--- config.mk ---
export PLATFORM = sky130hd
export DESIGN_NAME = fetch_pipe_ctrl
export DESIGN_NICKNAME = d
export VERILOG_FILES = /design/src/rtl/fetch_pipe_ctrl_pkg.sv /design/src/rtl/fetch_stall_counter.sv /design/src/rtl/fetch_pipe_ctrl.sv
export SDC_FILE = /design/constraint.sdc
export NUM_CORES = 1
export LEC_CHECK = 0
export BUFFER_PORTS_ARGS = -buffer_cell sky130_fd_sc_hd__buf_2
export CORE_MARGIN = 2
export CORE_UTILIZATION = 35
export DETAILED_ROUTE_END_ITERATION = 7
export HOLD_SLACK_MARGIN = 0.06
export PLACE_DENSITY = 0.87
export SYNTH_ARGS = -nofsm -noshare
export SYNTH_HDL_FRONTEND = slang
export SYNTH_SLANG_ARGS = --single-unit
--- constraint.sdc ---
create_clock -name clk -period 2.25 [get_ports clk]
set_clock_uncertainty 0.1 [all_clocks]
set_input_delay 0 -clock clk [delete_from_list [all_inputs] [get_ports clk]]
set_output_delay 0 -clock clk [all_outputs]
set_load 0.03 [all_outputs]
--- src/rtl/fetch_pipe_ctrl_pkg.sv ---
// Shared definitions for the fetch pipeline controller: FSM states and
// bit positions within the flush and pause vectors.
package fetch_pipe_ctrl_pkg;

    typedef enum logic [1:0] {
        ST_RUN   = 2'd0,
        ST_MISS  = 2'd1,
        ST_DRAIN = 2'd2
    } fetch_state_e;

    localparam int FL_IF0_1  = 0;
    localparam int FL_IF1_2  = 1;
    localparam int FL_IF2_3  = 2;
    localparam int FL_IF3_IQ = 3;

    localparam int PS_IF0_1 = 0;
    localparam int PS_IF1_2 = 1;
    localparam int PS_IF2_3 = 2;

endpackage

--- src/rtl/fetch_stall_counter.sv ---
// Saturating stall-cycle counter; counts cycles with inc_i high.
// Latency: count visible the cycle after inc_i; no backpressure, holds at all-ones.
module fetch_stall_counter #(
    parameter int W = 32
) (
    input  logic         clk,
    input  logic         rst,
    input  logic         inc_i,
    output logic [W-1:0] cnt_o
);

    logic [W-1:0] cnt_q;
    logic [W-1:0] cnt_d;

    always_comb begin
        cnt_d = cnt_q;
        if (inc_i && (cnt_q != {W{1'b1}})) begin
            cnt_d = cnt_q + {{(W-1){1'b0}}, 1'b1};
        end
    end

    always_ff @(posedge clk) begin
        if (rst) begin
            cnt_q <= '0;
        end else begin
            cnt_q <= cnt_d;
        end
    end

    assign cnt_o = cnt_q;

endmodule

--- src/rtl/fetch_pipe_ctrl.sv ---
// Fetch pipeline flush/pause controller; FETCH_CTRL_PERF_EN adds a stall counter.
// Latency: flush/pause combinational from inputs and state; state updates next cycle.
// Backpressure: iq_full or an icache miss pauses IF0..IF3; a flush overrides a pause.
module fetch_pipe_ctrl
    import fetch_pipe_ctrl_pkg::*;
#(
    parameter int PERF_W = 32
) (
    input  logic              clk,
    input  logic              rst,
    input  logic              be_redirect_valid,
    input  logic              be_redirect,
    input  logic              if3_redirect,
    input  logic              icache_miss,
    input  logic              icache_refill_done,
    input  logic              iq_full,
    output logic [3:0]        flush_vec,
    output logic [2:0]        pause_vec,
    output logic              icache_discard,
    output logic [1:0]        state_o,
    output logic [PERF_W-1:0] stall_cnt
);

    fetch_state_e state_q;
    fetch_state_e state_d;

    logic be_hit;
    logic any_redir;

    assign be_hit    = be_redirect_valid & be_redirect;
    assign any_redir = be_hit | if3_redirect;

    // Backend redirect also kills the IF3/IQ stage; IF3 redirect cannot kill itself.
    always_comb begin
        flush_vec            = '0;
        flush_vec[FL_IF0_1]  = any_redir;
        flush_vec[FL_IF1_2]  = any_redir;
        flush_vec[FL_IF2_3]  = any_redir;
        flush_vec[FL_IF3_IQ] = be_hit;
    end

    always_comb begin
        state_d        = state_q;
        pause_vec      = '0;
        icache_discard = 1'b0;
        case (state_q)
            ST_RUN: begin
                if (icache_miss || iq_full) begin
                    pause_vec = 3'b111;
                end
                if (icache_miss && any_redir) begin
                    state_d = ST_DRAIN;
                end else if (icache_miss) begin
                    state_d = ST_MISS;
                end
            end
            ST_MISS: begin
                pause_vec = 3'b111;
                if (icache_refill_done) begin
                    state_d = ST_RUN;
                end else if (any_redir) begin
                    state_d = ST_DRAIN;
                end
            end
            ST_DRAIN: begin
                // Hold the redirect PC in IF0_1 until the stale refill is swallowed.
                pause_vec[PS_IF0_1] = 1'b1;
                icache_discard      = 1'b1;
                if (icache_refill_done) begin
                    state_d = ST_RUN;
                end
            end
            default: begin
                state_d = ST_RUN;
            end
        endcase
    end

    always_ff @(posedge clk) begin
        if (rst) begin
            state_q <= ST_RUN;
        end else begin
            state_q <= state_d;
        end
    end

    assign state_o = state_q;

`ifdef FETCH_CTRL_PERF_EN
    logic stall_inc;

    assign stall_inc = pause_vec[PS_IF0_1] & ~(|flush_vec);

    fetch_stall_counter #(
        .W(PERF_W)
    ) u_stall_counter (
        .clk   (clk),
        .rst   (rst),
        .inc_i (stall_inc),
        .cnt_o (stall_cnt)
    );
`else
    assign stall_cnt = '0;
`endif

endmodule

# After elaboration in Yosys (flattened, before gate mapping)
# Index checks and enable logic that the tools add are counted.
# op_classes
addsub,0
mul,0
div,0
n_lt_le_gt_ge,0
n_eq_ne,5
shifts,0
mux,10
bitwise_logic,2
reduce_logical,5
# ops
cell,count
2-bit 2-to-1 mux,5
"3-bit inequality test, second input constant",2
2-bit case mux with 3 select lines,1
2-bit case mux with 2 select lines,1
3-bit 2-to-1 mux,1
3-bit AND reduction,1
"2-bit by 1-bit equality test with 1-bit output, second input constant",1
"2-bit equality test, second input constant",1
2-bit logical NOT,1
"2-bit inequality test, second input constant",1
1-bit case mux with 2 select lines,1
2-bit OR reduction,1
1-bit AND,1
1-bit logical AND,1
1-bit logical OR,1
1-bit 2-to-1 mux,1
1-bit bitwise OR,1
# totals
regBits,2
latch_bits,0
mem_bits_rw,0
romBits,0
in_bits,8
output_inout_bits,42
mem_count,0

# Longest topological paths before layout
# Gate-level depths: netlist (run 1).
# depth
word_depth,5
depth_mapped,5
depth_no_buf,5

# Worst setup path before layout (run 1)
# OpenSTA, ideal clock, no wires.
# synth_path
kind,register -> register
startpoint,"reg state_q[0], in the netlist state_o[0]"
endpoint,"reg state_q[0], in the netlist state_o[0]"
setup_time_ps,101
arrival_time_ps,1808
t_required_ps,2049
path_slack_ps,241
path_stages_with_launch,6
path_buffers,0
synth_period_minus_slack_ps,2009
path_cell_list,dfxtp_1 inv_1 ha_1 o21ba_2 or4b_1 o41ai_1
# synth_between
elab_chain_len,3
elab_cells_between_ends,8
cone_classes,eq/ne (5); mux (1); reduce/logical (2)
# synth_lines
element,line,text
start: declaration,fetch_pipe_ctrl.sv:24,fetch_state_e state_q;
start signal: assignment,fetch_pipe_ctrl.sv:83,state_q <= state_d;
"2-bit by 1-bit equality test with 1-bit output, or another cell as far along",fetch_pipe_ctrl.sv:46,case (state_q)
3-bit inequality test (no line) / 2-bit inequality test (equally long branches),--,
3-bit AND reduction (no line),--,
# Several ways; a longest one is shown, not always the timed one.
# A chain may end at the register's enable or synchronous reset.

# Worst setup path in the final report (run 1)
# layout_path
startpoint,"reg state_q[1], in the netlist state_o[1]"
endpoint,"reg state_q[1], in the netlist state_o[1]"
# The elaborated chain is that of the path after synthesis.

==> metrics.md, run 1 <==
| Metric | Value |
|---|---|
| Status | `finished, final reports clean` |
| Share of cells above drive strength 1 | `0.280` |
| RSZ-0062 raised after global routing | `no` |
| Comb pwr share | `0.609` |
| Root Buffer | `clkbuf_4` |
| # Post-CTS Setup Buffers | `0` |
| Clock power share | `0.252` |
| Post-Synth Adder-Cell Area | `0.0950` |
| Post-synth EDFFs | `0` |
| Reg2Reg Launch Point | `state_o[1]` |
| Max FFs per register | `2` |
| Placer's final routability congestion estimate | `0.646` |
| Via Count | `366` |
| Seq cells post-synth | `2` |
| Antenna violations before repair | `0` |
| Top-level port count | `50` |
| Min setup slack post-route | `509 ps` |
| Data arrival, critical path | `1790 ps` |
| Critical path class | `reg -> reg` |
| Num CTS Buffers | `3` |
| DRC viols | `0` |
| Worst hold stages | `4` |
| Clock Pin Slew Worst Setup and Hold Paths | `30 ps` |
| CTS HTree Levels | `1` |
| Post-synthesis sequential area ratio | `0.0760` |
| Area leader, netlist | `buf_4` |
| FF/Latch Area | `40.0 um2` |
| Layout area overhead | `-4.75%` |
| Max Fclk | `574 MHz` |
| Area of the multi-input gates | `310 um2` |
| Worst min-delay path startpoint | `icache_miss` |
| Power Density | `631 nW/um2` |
| Setup Viol. Count Final | `0` |
| Post-synth top area share | `0.527` |
| Final Power | `317 uW` |
| Psw | `175 uW` |
| Largest net degree at the start of global routing | `7` |
| Pleak | `0.289 nW` |
| Ant. Diodes | `0` |
| Synth Area in Simple Gates | `0.145` |
| WL/cell | `7.82 um` |
| Core Util, Final | `0.372` |
| CP endpoint kind | `flip-flop` |
| Overflow after GRT | `0` |
| Post-DP HPWL | `648 um` |
| FF-to-FF path depth | `5` |
| Initial Util | `0.390` |
| Nets | `96` |
| Total GRT Usage | `0.0816` |
| Count of final hold-check violations | `0` |
| Fraction of synthesized cell area in xor and xnor cells | `0` |
| Setup WS pre-CTS | `536 ps` |
| R2r setup slk | `510 ps` |
| Final ANT Viol Nets | `0` |
| Worst reg2reg endpoint | `state_o[1]` |
| Startpoint Class | `flip-flop` |
| Crit path cell chain | `inv_1, ha_1, or4b_1, a31o_1, a21oi_1` |
| Ys Warns | `0` |
| Vias in the first global route | `300` |
| Post-DP Area | `469 um2` |
| Worst Path Required | `2300 ps` |
| Hold Path End | `state_o[0]` |
| Post-Syn Instances | `67` |
| Final Max Tran Viols | `0` |
| Main synth FF type | `dfxtp_1` |
| Initial drt markers | `1` |
| CTS max path bufs | `2` |
| Compound-Gate Fraction of Synth Area | `0.121` |
| Cell Area, Synth | `527 um2` |
| Total core area | `1350 um2` |
| Vias/cell | `3.77` |
| Setup TNS | `0 ps` |
| Die H | `42.8 um` |
| Min Clock Period, post-route | `1740 ps` |
| Int Power | `142 uW` |
| Clock sink count | `2` |
| Seq pwr share | `0.139` |
| Fin area | `502 um2` |
| Latest clock arrival within the worst-skew pair | `220 ps` |
| CP max FO | `6` |
| Post-Route WL | `759 um` |
| CTS tree | `yes` |
| Async set or reset register ratio after synthesis | `0` |
| Slowest cell on crit path | `or4b_1` |
| First-pass GRT wire length | `1130 um` |
| Port bufs | `17` |
| Synth Area per Inst | `7.86 um2` |
| Netlist cell types | `21` |
| Final period utilization | `0.774` |
| Row cnt | `13` |
| Main combinational cell family by area after synthesis | `buffers and inverters` |
| Drt pass-1 iters | `3` |
| Post-synthesis mux area share | `0` |
| Fillcell total | `151` |
| Width of the die | `42.8 um` |
| Maximum VDD drop | `297 uV` |
| Synth top area cells | `buf_4 53%, ha_1 9.5%, dfxtp_1 7.6%, or4b_1 3.8%, a21oi_4 3.1%` |
| Max incr delay on CP | `510 ps` |
| Sw Ratio | `0.553` |
| Max cap viols | `0` |
| Worst min-delay path class | `in -> reg` |
| Die ar. | `1830 um2` |
placed cells by master (no fill, tap or decap):
cell type      instances
inv_1                  4
nor2b_2                1
ha_1                   4
a21oi_1                2
o21ba_2                1
nor3_1                 1
nor2_1                 1
o21ai_0                2
buf_2                 17
conb_1                32
clkbuf_4               3
dlygate4sd3_1          1
nand2b_1               1
nor2b_1                1
a21oi_4                1
or4b_1                 2
a31o_1                 1
o41ai_1                1
or2b_1                 1
dfxtp_1                2
nand3b_1               1
nand3_1                1
and2_1                 1
repair_timing:
action                    4_1_cts  5_1_grt
hold endpoints to repair        2        0
hold buffers                    1        0
resized for setup               0        0
cell usage after synthesis, types with 2 or more instances:
library cell and number:
a21oi_1 2, buf_4 37, dfxtp_1 2, ha_1 4, inv_1 4, o21ai_0 2, or4b_1 2
routing by layer:
metal | up-vias | GRT usage | routed length, um | part of all wire
met5 | - | 0 | 0 | 0
met4 | 0 | 0.0688 | 0 | 0
met3 | 0 | 0.0383 | 134 | 0.18
met2 | 35 | 0.124 | 346 | 0.46
met1 | 154 | 0.0831 | 278 | 0.37
li1 | 177 | - | - | -
power groups by stage:
| stage | registers, mW | clock network, mW | logic, mW |
|---|---|---|---|
| after global routing | 0.0444 | 0.0881 | 0.206 |
| final | 0.0440 | 0.0797 | 0.193 |
| after detailed placement | 0.0440 | 0 | 0.191 |
| after floorplan | 0.0502 | 0 | 0.203 |
| after CTS | 0.0436 | 0.0872 | 0.193 |
| after global placement | 0.0436 | 0 | 0.189 |
how the worst max path moves through the flow:
stage	from	endpoint	slack, ps	cells past startpoint
global placement	state_o[1]	state_o[1]	570	5
CTS	state_o[0]	state_o[0]	520	5
finish	state_o[1]	state_o[1]	510	5
detailed placement	state_o[0]	state_o[0]	540	5
global route	state_o[0]	state_o[1]	370	5
floorplan	state_o[0]	state_o[0]	240	5
cells by family after synthesis:
| group | after synthesis |
|---|---|
| flops | 2 |
| fa+ha+maj | 4 |
| simple gates | 11 |
| other cells | 1 |
| buf+inv | 41 |
| compound gates | 8 |
final cells by class:
type | count | share of cell area
multi-input cells | 55 | 0.618
clock buffers | 3 | 0.0449
flip-flops and latches | 2 | 0.0798
repair buffers | 18 | 0.190
well taps | 15 | 0.0374
inverters | 4 | 0.0299
metrics by stage:
step                      cells  hold WS, ps
after global routing         97         97.2
after CTS                    97         66.0
after global placement       93         95.8
final                        97         74.8
after floorplan              98        -30.9
after detailed placement     93          102
critical path: cells and delay by family, from the launching register on:
| kind | cells | cell delay [ps] |
|---|---|---|
| buffers and inverters | 1 | 100 |
| adder cells (fa/ha/maj) | 1 | 240 |
| AND/OR/NAND/NOR | 1 | 510 |
| flip-flops | 1 | 400 |
| AO/OA/AOI/OAI | 2 | 310 |
(Power assumes the default switching activity.)
==> run 2: changes to the inputs <==
Clock period 2.25 ns to 1.8 ns, I/O delays scaled along.
==> run 2 against run 1 <==
Fmax grew 4.1%. Register-to-register slack lost 380 ps. Sequential share of layout area rose by 0.25 points. Setup slack worse by 380 ps. Critical path depth unchanged. Highest routed layer unchanged. Total power rose by 26%. Final cell count is 1.0% higher. Critical path type unchanged. Utilization grew 1.1 points. Hold slack improved by 13 ps. First-iteration DRC count grew to 3.0 times the previous value. Clock power rose by 28%. Sequential power up 27%.
==> metrics.md, run 2 (synthesis results as in run 1) <==
| Metric | Value |
|---|---|
| Status | `finished, final reports clean (unchanged)` |
| Fillcell total | `149 (was 151)` |
| Final hold slack | `88.0 ps (was 74.8 ps)` |
| Initial Util | `0.390 (unchanged)` |
| Core Util, Final | `0.383 (was 0.372)` |
| Final instance count without filler cells | `98 (was 97)` |
| Cells after DPL | `93 (unchanged)` |
| Met2 usage | `0.139 (was 0.124)` |
| Layout area overhead | `-1.90% (was -4.75%)` |
| Ant. Diodes | `0 (unchanged)` |
| Placer's final routability congestion estimate | `0.790 (was 0.646)` |
| Max FFs per register | `2 (unchanged)` |
| Largest net degree at the start of global routing | `7 (unchanged)` |
| Startpoint Class | `flip-flop (unchanged)` |
| Clock power share | `0.254 (was 0.252)` |
| Die ar. | `1830 um2 (unchanged)` |
| Pleak | `0.293 nW (was 0.289 nW)` |
| Via Count | `379 (was 366)` |
| Int Power | `180 uW (was 142 uW)` |
| Antenna violations before repair | `0 (unchanged)` |
| Final period utilization | `0.929 (was 0.774)` |
| Critical path class | `reg -> reg (unchanged)` |
| CTS HTree Levels | `1 (unchanged)` |
| Max cap viols | `0 (unchanged)` |
| CP endpoint kind | `flip-flop (unchanged)` |
| Num CTS Buffers | `3 (unchanged)` |
| Vias/cell | `3.87 (was 3.77)` |
| Total GRT Usage | `0.0859 (was 0.0816)` |
| R2r setup slk | `130 ps (was 510 ps)` |
| Sw Ratio | `0.550 (was 0.553)` |
| Port bufs | `17 (unchanged)` |
| Count of final hold-check violations | `0 (unchanged)` |
| Worst min-delay path class | `in -> reg (unchanged)` |
| Post-DP HPWL | `671 um (was 648 um)` |
| Reg2Reg Launch Point | `state_o[0] (was state_o[1])` |
| Maximum VDD drop | `384 uV (was 297 uV)` |
| Setup WS pre-CTS | `142 ps (was 536 ps)` |
| Power Density | `775 nW/um2 (was 631 nW/um2)` |
| Latest clock arrival within the worst-skew pair | `230 ps (was 220 ps)` |
| CTS max path bufs | `2 (unchanged)` |
| Vias in the first global route | `287 (was 300)` |
| Hold Path End | `state_o[0] (unchanged)` |
| Max Fclk | `598 MHz (was 574 MHz)` |
| CTS tree | `yes (unchanged)` |
| Worst min-delay path startpoint | `if3_redirect (was icache_miss)` |
| Die H | `42.8 um (unchanged)` |
| Share of cells above drive strength 1 | `0.313 (was 0.280)` |
| Post_cts resized | `0 (unchanged)` |
| Setup Viol. Count Final | `0 (unchanged)` |
| Worst hold stages | `4 (unchanged)` |
| Setup TNS | `0 ps (unchanged)` |
| Min setup slack post-route | `127 ps (was 509 ps)` |
| FF/Latch Area | `42.5 um2 (was 40.0 um2)` |
| Clock sink count | `2 (unchanged)` |
| Worst reg2reg endpoint | `state_o[0] (was state_o[1])` |
| Overflow after GRT | `0 (unchanged)` |
| First-pass GRT wire length | `1100 um (was 1130 um)` |
| Min Clock Period, post-route | `1670 ps (was 1740 ps)` |
| Post-Route WL | `807 um (was 759 um)` |
| Drt pass-1 iters | `2 (was 3)` |
| Area of the multi-input gates | `313 um2 (was 310 um2)` |
| Total core area | `1350 um2 (unchanged)` |
| # Post-CTS Setup Buffers | `0 (unchanged)` |
| Initial drt markers | `3 (was 1)` |
| M1 GR Usage | `0.0754 (was 0.0831)` |
| Data arrival, critical path | `1690 ps (was 1790 ps)` |
| DRC viols | `0 (unchanged)` |
| Final Max Tran Viols | `0 (unchanged)` |
| Root Buffer | `clkbuf_4 (unchanged)` |
| Top Usage Layer GRT | `met2 (unchanged)` |
| WL/cell | `8.23 um (was 7.82 um)` |
| Row cnt | `13 (unchanged)` |
| Most common cell after layout, fill and taps aside | `conb_1 (unchanged)` |
| Width of the die | `42.8 um (unchanged)` |
| RSZ-0062 raised after global routing | `no (unchanged)` |
| CTS Hold Bufs | `2 (was 1)` |
| Commonest non-fill, non-tap cells in the layout | `32 x conb_1, 17 x buf_2, 4 x inv_1 (was 32 x conb_1, 17 x buf_2, 4 x inv_1, 4 x ha_1, 3 x clkbuf_4)` |
| Clock Pin Slew Worst Setup and Hold Paths | `30 ps (about the same)` |
| Worst Path Required | `1820 ps (was 2300 ps)` |
| Psw | `220 uW (was 175 uW)` |
| Met3 GRT Util | `0.0851 (was 0.0383)` |
| Final ANT Viol Nets | `0 (unchanged)` |
| Top-level port count | `50 (unchanged)` |
| CP max FO | `6 (unchanged)` |
| Seq pwr share | `0.139 (about the same)` |
| FF-to-FF path depth | `5 (unchanged)` |
| Nets | `97 (was 96)` |
| Comb pwr share | `0.607 (was 0.609)` |
[run 2: changes by cell type in the layout (fill, tap and decap cells not counted), sizes merged]
cell         change
dlygate4sd3      +1
[run 2: power by group through the flow]
| stage | combinational [mW] | clock (mW) | sequential, mW |
|---|---|---|---|
| floorplan | 0.254 | 0 | 0.0639 |
| global placement | 0.236 | 0 | 0.0563 |
| detailed placement | 0.240 | 0 | 0.0563 |
| CTS | 0.244 | 0.106 | 0.0557 |
| global route | 0.259 | 0.114 | 0.0566 |
| finish | 0.243 | 0.102 | 0.0558 |
[run 2: routing by layer]
metal	vias to the layer above	part of all wire
li1	179	-
met1	166	0.36
met2	34	0.45
met3	0	0.19
met4	0	0
met5	-	0
[run 2: final cells by class]
cell class                      instances  area share
Timing Repair Buffer                   19       0.203
Clock buffer                            3      0.0436
Tap cell                               15      0.0363
Multi-Input combinational cell         55       0.605
Inverter                                4      0.0291
Sequential cell                         2      0.0823
[run 2: stage by stage]
step	instance area, um2	power [mW]
4_1_cts	517	0.405
5_1_grt	517	0.430
2_1_floorplan	648	0.318
3_5_place_dp	474	0.296
6_report	517	0.401
3_3_place_gp	474	0.292
[run 2: how the worst max path moves through the flow]
| stage | cells after the start | endpoint | slack [ps] | from |
|---|---|---|---|---|
| after floorplan | 5 | state_o[0] | 20 | state_o[0] |
| after global placement | 5 | state_o[0] | 160 | state_o[0] |
| after detailed placement | 5 | state_o[0] | 140 | state_o[0] |
| after CTS | 5 | state_o[0] | 130 | state_o[0] |
| after global routing | 5 | state_o[0] | 20 | state_o[0] |
| final | 5 | state_o[0] | 130 | state_o[0] |
[run 2: worst max-delay path, cell delays in order (launching register included)]
cell     delay [ps]
dfxtp_2         340
inv_1            70
ha_1            250
nor2b_2         190
or4b_1          530
o41ai_1          70
